### src/rtl/demux_pkg.sv
// Shared constants and helpers for the demux block family.
// Pure package: no logic, no latency, no flow control.
package demux_pkg;

  localparam int DEMUX_MAX_CH = 16;

  function automatic int clog2(input int n);
    int r;
    r = 0;
    for (int i = 0; i < 32; i++) begin
      if ((1 << i) < n) r = i + 1;
    end
    return r;
  endfunction

  // Channel k of a flattened per-channel bus starts at this bit.
  function automatic int ch_lsb(input int ch, input int w);
    return ch * w;
  endfunction

endpackage

### src/rtl/demux_slot.sv
// One-entry valid/ready output register; 1-cycle load-to-valid latency.
// Holds q stable while vld && !rdy; drain and load in one cycle keeps full rate.
module demux_slot #(
  parameter int W = 8
) (
  input  logic         clk,
  input  logic         rst,
  input  logic         ld,
  input  logic [W-1:0] d,
  input  logic         rdy,
  output logic         vld,
  output logic [W-1:0] q,
  output logic         can_acc
);

  assign can_acc = !vld || rdy;

  // The parent only raises ld when can_acc is high, so a load always wins.
  always_ff @(posedge clk) begin
    if (rst) begin
      vld <= 1'b0;
      q   <= '0;
    end else if (ld) begin
      vld <= 1'b1;
      q   <= d;
    end else if (rdy) begin
      vld <= 1'b0;
    end
  end

endmodule

### src/rtl/demux_stream_router.sv
// 1-to-N_CH stream demux with per-channel registered slots; 1-cycle latency, all-or-nothing broadcast.
// in_ready depends only on slot state and out_ready; DEMUX_DROP_CNT_EN adds the out-of-range drop counter.
module demux_stream_router
  import demux_pkg::*;
#(
  parameter int DATA_W = 8,
  parameter int N_CH   = 4,
  parameter int SEL_W  = clog2(N_CH),
  parameter int CNT_W  = 16
) (
  input  logic                     clk,
  input  logic                     rst,
  input  logic                     in_valid,
  output logic                     in_ready,
  input  logic [SEL_W-1:0]         in_sel,
  input  logic                     in_bcast,
  input  logic [DATA_W-1:0]        in_data,
  output logic [N_CH-1:0]          out_valid,
  input  logic [N_CH-1:0]          out_ready,
  output logic [N_CH*DATA_W-1:0]   out_data
`ifdef DEMUX_DROP_CNT_EN
  ,
  output logic [CNT_W-1:0]         drop_cnt
`endif
);

  logic [N_CH-1:0] can_acc;
  logic [N_CH-1:0] ld;
  logic            sel_oor;
  logic            beat_acc;

  // With a power-of-two channel count every select value names a real channel.
  if ((1 << SEL_W) == N_CH) begin : g_sel_pow2
    assign sel_oor = 1'b0;
  end else begin : g_sel_npow2
    assign sel_oor = (in_sel >= SEL_W'(N_CH));
  end

  always_comb begin
    in_ready = 1'b1;
    if (in_bcast)      in_ready = &can_acc;
    else if (!sel_oor) in_ready = can_acc[in_sel];
  end

  assign beat_acc = in_valid && in_ready;

  for (genvar k = 0; k < N_CH; k++) begin : g_ch
    assign ld[k] = beat_acc && (in_bcast || (!sel_oor && (in_sel == SEL_W'(k))));

    demux_slot #(.W(DATA_W)) u_slot (
      .clk     (clk),
      .rst     (rst),
      .ld      (ld[k]),
      .d       (in_data),
      .rdy     (out_ready[k]),
      .vld     (out_valid[k]),
      .q       (out_data[ch_lsb(k, DATA_W) +: DATA_W]),
      .can_acc (can_acc[k])
    );
  end

`ifdef DEMUX_DROP_CNT_EN
  logic drop_inc;
  assign drop_inc = in_valid && !in_bcast && sel_oor;

  always_ff @(posedge clk) begin
    if (rst) begin
      drop_cnt <= '0;
    end else if (drop_inc && (drop_cnt != '1)) begin
      drop_cnt <= drop_cnt + CNT_W'(1);
    end
  end
`endif

endmodule

### config.mk
export PLATFORM = sky130hd
export DESIGN_NAME = demux_stream_router
export DESIGN_NICKNAME = d
export VERILOG_FILES = /design/src/rtl/demux_pkg.sv /design/src/rtl/demux_slot.sv /design/src/rtl/demux_stream_router.sv
export SDC_FILE = /design/constraint.sdc
export NUM_CORES = 1
export LEC_CHECK = 0
export ABC_CLOCK_PERIOD_IN_PS = 1800
export CAP_MARGIN = 40
export CORE_MARGIN = 2
export CORE_UTILIZATION = 34
export DETAILED_ROUTE_END_ITERATION = 8
export PLACE_DENSITY = 0.75
export SYNTH_ARGS = -nofsm -noshare
export SYNTH_HDL_FRONTEND = slang
export SYNTH_HIERARCHICAL = 1
export SYNTH_SLANG_ARGS = --single-unit
### constraint.sdc
create_clock -name clk -period 1.8 [get_ports clk]
set_clock_uncertainty 0.1 [all_clocks]
set_input_delay 0.27 -clock clk [delete_from_list [all_inputs] [get_ports clk]]
set_output_delay 0.27 -clock clk [all_outputs]
set_load 0.02 [all_outputs]
== After elaboration in Yosys (flattened, before gate mapping) ==
Cells that the tools add are included.

* Flip-flop bits (word level): 36
* Output and inout port bits: 37

* $lt $le $gt $ge: 2
* Eq/ne operators: 3
* Mux-type cells: 12
* Reductions and logical operators: 28

{| class="wikitable"
|+ Operator list
! operator !! count
|-
| $eq A32 B2 Y1 const B || 2
|-
| $eq A32 B1 Y1 const B || 1
|-
| $ge A32 B3 Y1 const B || 1
|-
| $logic_not A32 Y1 || 1
|-
| $lt A32 B3 Y1 const B || 1
|-
| $mux W1 || 11
|-
| $logic_and A1 B1 Y1 || 9
|-
| $logic_or A1 B1 Y1 || 8
|-
| $reduce_bool A2 Y1 || 4
|-
| $logic_not A1 Y1 || 5
|-
| $reduce_and A4 Y1 || 1
|-
| $bmux W1 S2 || 1
|}

== Longest topological paths before layout ==
* Depth after elaboration: 9
* Mapped depth: 8
* Gate-level depth less buffers: 7

== Hierarchy ==
The synthesis kept the hierarchy.

{| class="wikitable"
|+ Modules (own cells, without submodules)
! module !! times used !! cells an instance !! area each (µm²) !! sequential area each (µm²)
|-
| demux_slot || 4 || 30 || 321.6 || 180.2
|-
| demux_stream_router || 1 || 27 || 226.5 || 0.0
|}

== Worst setup path before layout ==
Ideal clock, no wire load.

* Kind: reg-to-reg
* Start: reg g_ch[3].u_slot.vld
* End: reg g_ch[3].u_slot.q[0]
* Arrival time: 1.805 ns
* Data required time: 1.583 ns
* Slack: -0.222 ns
* Stages on the path, launching flop included: 8
* Buffers on the path: 1
* Period minus slack after synthesis: 2.022 ns
* Path through: dfxtp_1 nand2b_1 mux4_2 o41a_1 o21a_1 buf_6 mux2i_1 nor2_1

* Word-level cells in the longest chain between the ends: 8

{| class="wikitable"
|+ Ends and longest elaborated chain
! item !! line !! RTL
|-
| start, declared || demux_slot.sv:11 || <nowiki>output logic vld,</nowiki>
|-
| start signal, assigned || demux_slot.sv:21 || <nowiki>vld <= 1'b0;</nowiki>
|-
| start signal, assigned || demux_slot.sv:24 || <nowiki>vld <= 1'b1;</nowiki>
|-
| start signal, assigned || demux_slot.sv:27 || <nowiki>vld <= 1'b0;</nowiki>
|-
| $logic_not A1 Y1 (*) || demux_slot.sv:16 || <nowiki>assign can_acc = !vld || rdy;</nowiki>
|-
| $logic_or A1 B1 Y1 (*) || demux_slot.sv:16 ||
|-
| named net can_acc[3] || demux_stream_router.sv:27 || <nowiki>logic [N_CH-1:0] can_acc;</nowiki>
|-
| $bmux W1 S2 || demux_stream_router.sv:42 || <nowiki>else if (!sel_oor) in_ready = can_acc[in_sel];</nowiki>
|-
| $mux W1 (not written as such) || demux_stream_router.sv:42 ||
|-
| $mux W1 || demux_stream_router.sv:42 ||
|-
| $mux W1 (*) || demux_stream_router.sv:41 || <nowiki>if (in_bcast) in_ready = &can_acc;</nowiki>
|-
| $logic_and A1 B1 Y1 (*) || demux_stream_router.sv:45 || <nowiki>assign beat_acc = in_valid && in_ready;</nowiki>
|-
| $logic_and A1 B1 Y1 (*) || demux_stream_router.sv:48 || <nowiki>assign ld[k] = beat_acc && (in_bcast || (!sel_oor && (in_sel == SEL_W'(k))));</nowiki>
|-
| named net ld[3] || demux_stream_router.sv:28 || <nowiki>logic [N_CH-1:0] ld;</nowiki>
|-
| end signal, assigned || demux_slot.sv:22 || <nowiki>q <= '0;</nowiki>
|-
| end signal, assigned || demux_slot.sv:25 || <nowiki>q <= d;</nowiki>
|-
| end, declared || demux_slot.sv:12 || <nowiki>output logic [W-1:0] q,</nowiki>
|}

The timed path passes the listed nets; every way through them passes the cells marked *. The select of a mux whose other input is x is not followed.
A chain may end at the register's enable or synchronous reset.

== Worst setup path after layout ==
* Start: in in_sel[28]
* End: reg g_ch[0].u_slot.q[4]

* Word-level cells in the longest chain between the ends: 5

{| class="wikitable"
|+ Ends and longest elaborated chain
! item !! line !! RTL
|-
| start, declared || demux_stream_router.sv:15 || <nowiki>input logic [SEL_W-1:0] in_sel,</nowiki>
|-
| $ge A32 B3 Y1 || demux_stream_router.sv:36 || <nowiki>assign sel_oor = (in_sel >= SEL_W'(N_CH));</nowiki>
|-
| $mux W1 or $logic_not A1 Y1 (tied branches) || demux_stream_router.sv:42, demux_stream_router.sv:48 ||
|-
| $mux W1 or $logic_and A1 B1 Y1 (tied branches) || demux_stream_router.sv:41, demux_stream_router.sv:48 ||
|-
| $logic_and A1 B1 Y1 or $logic_or A1 B1 Y1 (tied branches) || demux_stream_router.sv:45, demux_stream_router.sv:48 ||
|-
| $logic_and A1 B1 Y1 (*) || demux_stream_router.sv:48 ||
|-
| named net ld[0] || demux_stream_router.sv:28 ||
|-
| end signal, assigned || demux_slot.sv:22 ||
|-
| end signal, assigned || demux_slot.sv:25 ||
|-
| end, declared || demux_slot.sv:12 ||
|}

The timed path passes the listed nets; every way through them passes the cells marked *.

==> metrics.yaml <==
outcome:
  outcome: "finished, violations left"
  violations: "setup timing"
final_layout:
  finalNetCount: 298
  layout_common_cells: "clkdlybuf4s50_1 (62), nor2_1 (33), dfxtp_1 (32)"
  area_growth_pct: 87.01
  layout-drive-gt1-share_pct: 23.11
  n_antenna_cell: 0
  utilization_pct: 65.42
  mostFrequentLayoutCell: "clkdlybuf4s50_1"
clock_network:
  holdBufCountCts: 0
  cts_tree: "done"
  clockBufferDepth: 2
  clock_latency_ns: 0.29
  cts_sinks: 36
  cts_root_buf: "clkbuf_8"
  htree_num_levels: 2
  numCtsBuffers: 5
  clk_pin_slew_ns: 0.07
synth:
  yosysWarnings: 6
  synth_edf_count: 0
  avgSynthCellArea_um2: 10.29
  syn_inst: 147
  ys_seq_area_share_pct: 47.64
  synth_top_area_cell: "dfxtp_1"
  syn_nets: 195
  synthFlopType: "dfxtp_1"
  netlist_top_cells_area: "dfxtp_1 (48%), mux2i_1 (21%), nor2_1 (8.2%)"
  synth_top_area_share_pct: 47.64
  yosys_register_bits: 36
  synth_async_sr_flop_share_pct: 0
  netlist_area_um2: 1513
  synth_cell_types: 21
global_route:
  use_met2_pct: 28.45
  grt_pass1_wl_um: 6810
  grt_overflow: 0
  grt_busiest_layer: "met2"
  grt_util_met1_pct: 19.89
  grt_pass1_vias: 1467
  grt_max_degree: 37
  grt_use_total_pct: 17.11
  grt_antenna_before_repair: 0
  use_met3_pct: 6.268
routing:
  wl_per_cell_um: 14.10
  drc_errors: 0
  drt_wl_total_um: 4273
  vias_per_cell: 4.822
  dr_total_vias: 1461
  dr.pass1.iters: 4
  antenna_left: 0
  drtIter0Drc: 19
timing:
  slew_violations: 0
  final_hold_viol_count: 0
  rsz0062_at_grt: "true"
  setup_viol: 37
  slew-limit-headroom_pct: 82.40
  fmax_ghz: 0.4674
  timing.final.crit_period_ns: 2.140
  min_period_over_period_pct: 118.9
  worst_slew_pin_slew_ns: 0.2632
  setup_ws_ns: -0.3396
setup_path:
  crit_arrival_ns: 2.22
  critPathKind: "primary input to register"
  r2r_slack_ns: -0.33
  reg2reg_depth: 7
  r2r_end: "g_ch[2].u_slot/q[5]"
  start_kind: "primary input"
  crit_path_end_kind: "register"
  path_max_fanout: 5
  reg2reg_from: "g_ch[3].u_slot/vld"
  crit_required_ns: 1.88
floorplan:
  start_util_pct: 34.98
  die_area_um2: 4998
  core_um2: 4324
  die_w_um: 70.70
  io_pins: 85
  rows: 24
  die_h_um: 70.70
min_path:
  hold_end: "g_ch[3].u_slot/vld"
  hold_class: "primary input to register"
  holdPathStages: 4
  min-delay-start: "out_ready[3]"
place:
  gp_congestion: 0.7443
  dp_hpwl_um: 2980
  io_buffers: 84
power:
  power_uw: 1912
  p_per_area_nw_per_um2: 676.0
  power.leakage_uw: 0.001158
  irDropWorstVdd_uv: 551.9
job:
  cap_violations: 0
## what timing repair did
action | CTS | global route
hold endpoints to repair | 0 | 0
setup buffers | 1 | 2
setup endpoints to repair | 37 | 37
pin swaps | 11 | 23
gates resized for setup | 28 | 24
gates cloned | 1 | 1
## sequential cells by signal (all words and copies together), names as in the netlist
signal           cells
g_ch.u_slot/q       32
g_ch.u_slot/vld      4
## final cells by class
type                            count  area (um2)
Clock inverter                      1       6.256
Fill cell                         375        1495
Clock buffer                        7       86.33
Multi-Input combinational cell     97       813.3
Timing Repair Buffer              105        1099
Inverter                            5       23.77
Tap cell                           52       65.06
Sequential cell                    36       735.7
## through the flow
stage / area, um2 / hold WS, ns / instances / setup slack [ns] / TNS (ns)
4_1_cts: 2701 / 0.3692 / 300 / -0.3113 / -10.13
6_report: 2829 / 0.3771 / 303 / -0.3396 / -10.64
5_1_grt: 2829 / 0.4023 / 303 / -0.4364 / -13.95
3_5_place_dp: 2552 / 0.3813 / 290 / -0.6475 / -21.90
3_3_place_gp: 2552 / 0.3727 / 290 / -0.6533 / -22.35
2_1_floorplan: 1558 / 0.3172 / 147 / -0.1131 / -3.738
## worst max path at each step
stage                                   from                  end  slack [ns]  cells after the start
final                             in_sel[28]  g_ch[0].u_slot/q[4]       -0.34                      9
after global routing              in_sel[28]  g_ch[0].u_slot/q[3]       -0.44                      9
after CTS                 g_ch[3].u_slot/vld  g_ch[1].u_slot/q[0]       -0.31                      7
after detailed placement           in_sel[0]             in_ready       -0.65                      5
after global placement             in_sel[0]             in_ready       -0.65                      5
after floorplan           g_ch[3].u_slot/vld  g_ch[3].u_slot/q[0]       -0.11                      7
## synthesized netlist by cell type, types with 2 or more instances
cell type,number
nand2b_1,4
clkbuf_2,4
nand4_1,2
nor2_1,33
dfxtp_1,36
o21a_1,4
a21oi_1,5
mux2i_1,32
nor4_2,3
buf_6,4
inv_1,5
nor4_1,6
## power by group
group	total (uW)	switching, uW	internal [uW]
clock	589	277	312
combinational	463	196	267
sequential	861	23.9	837
total	1910	497	1420
## kinds of logic (layout without fill, tap and decap cells)
group,count (synthesis),count (layout),share of synthesized area (%)
DFF,36,36,47.64
AOI/OAI and AO/OA,11,11,4.880
muxes,33,33,22.66
and+or+nand+nor,53,53,19.02
buffers and inverters,14,118,5.790
## layer usage
layer / vias to the layer above / wire length, um
li1: 716 / -
met1: 669 / 1758
met2: 67 / 2006
met3: 9 / 424
met4: 0 / 83
met5: - / 0
## worst max-delay path, stage by stage
cell	delay, ns
clkdlybuf4s50_1	0.41
nor4_2	0.29
nand4_2	0.20
buf_6	0.19
nor4_4	0.23
o21a_1	0.22
buf_6	0.15
mux2i_1	0.20
nor2_1	0.06
Power figures use the tool's default switching activity.
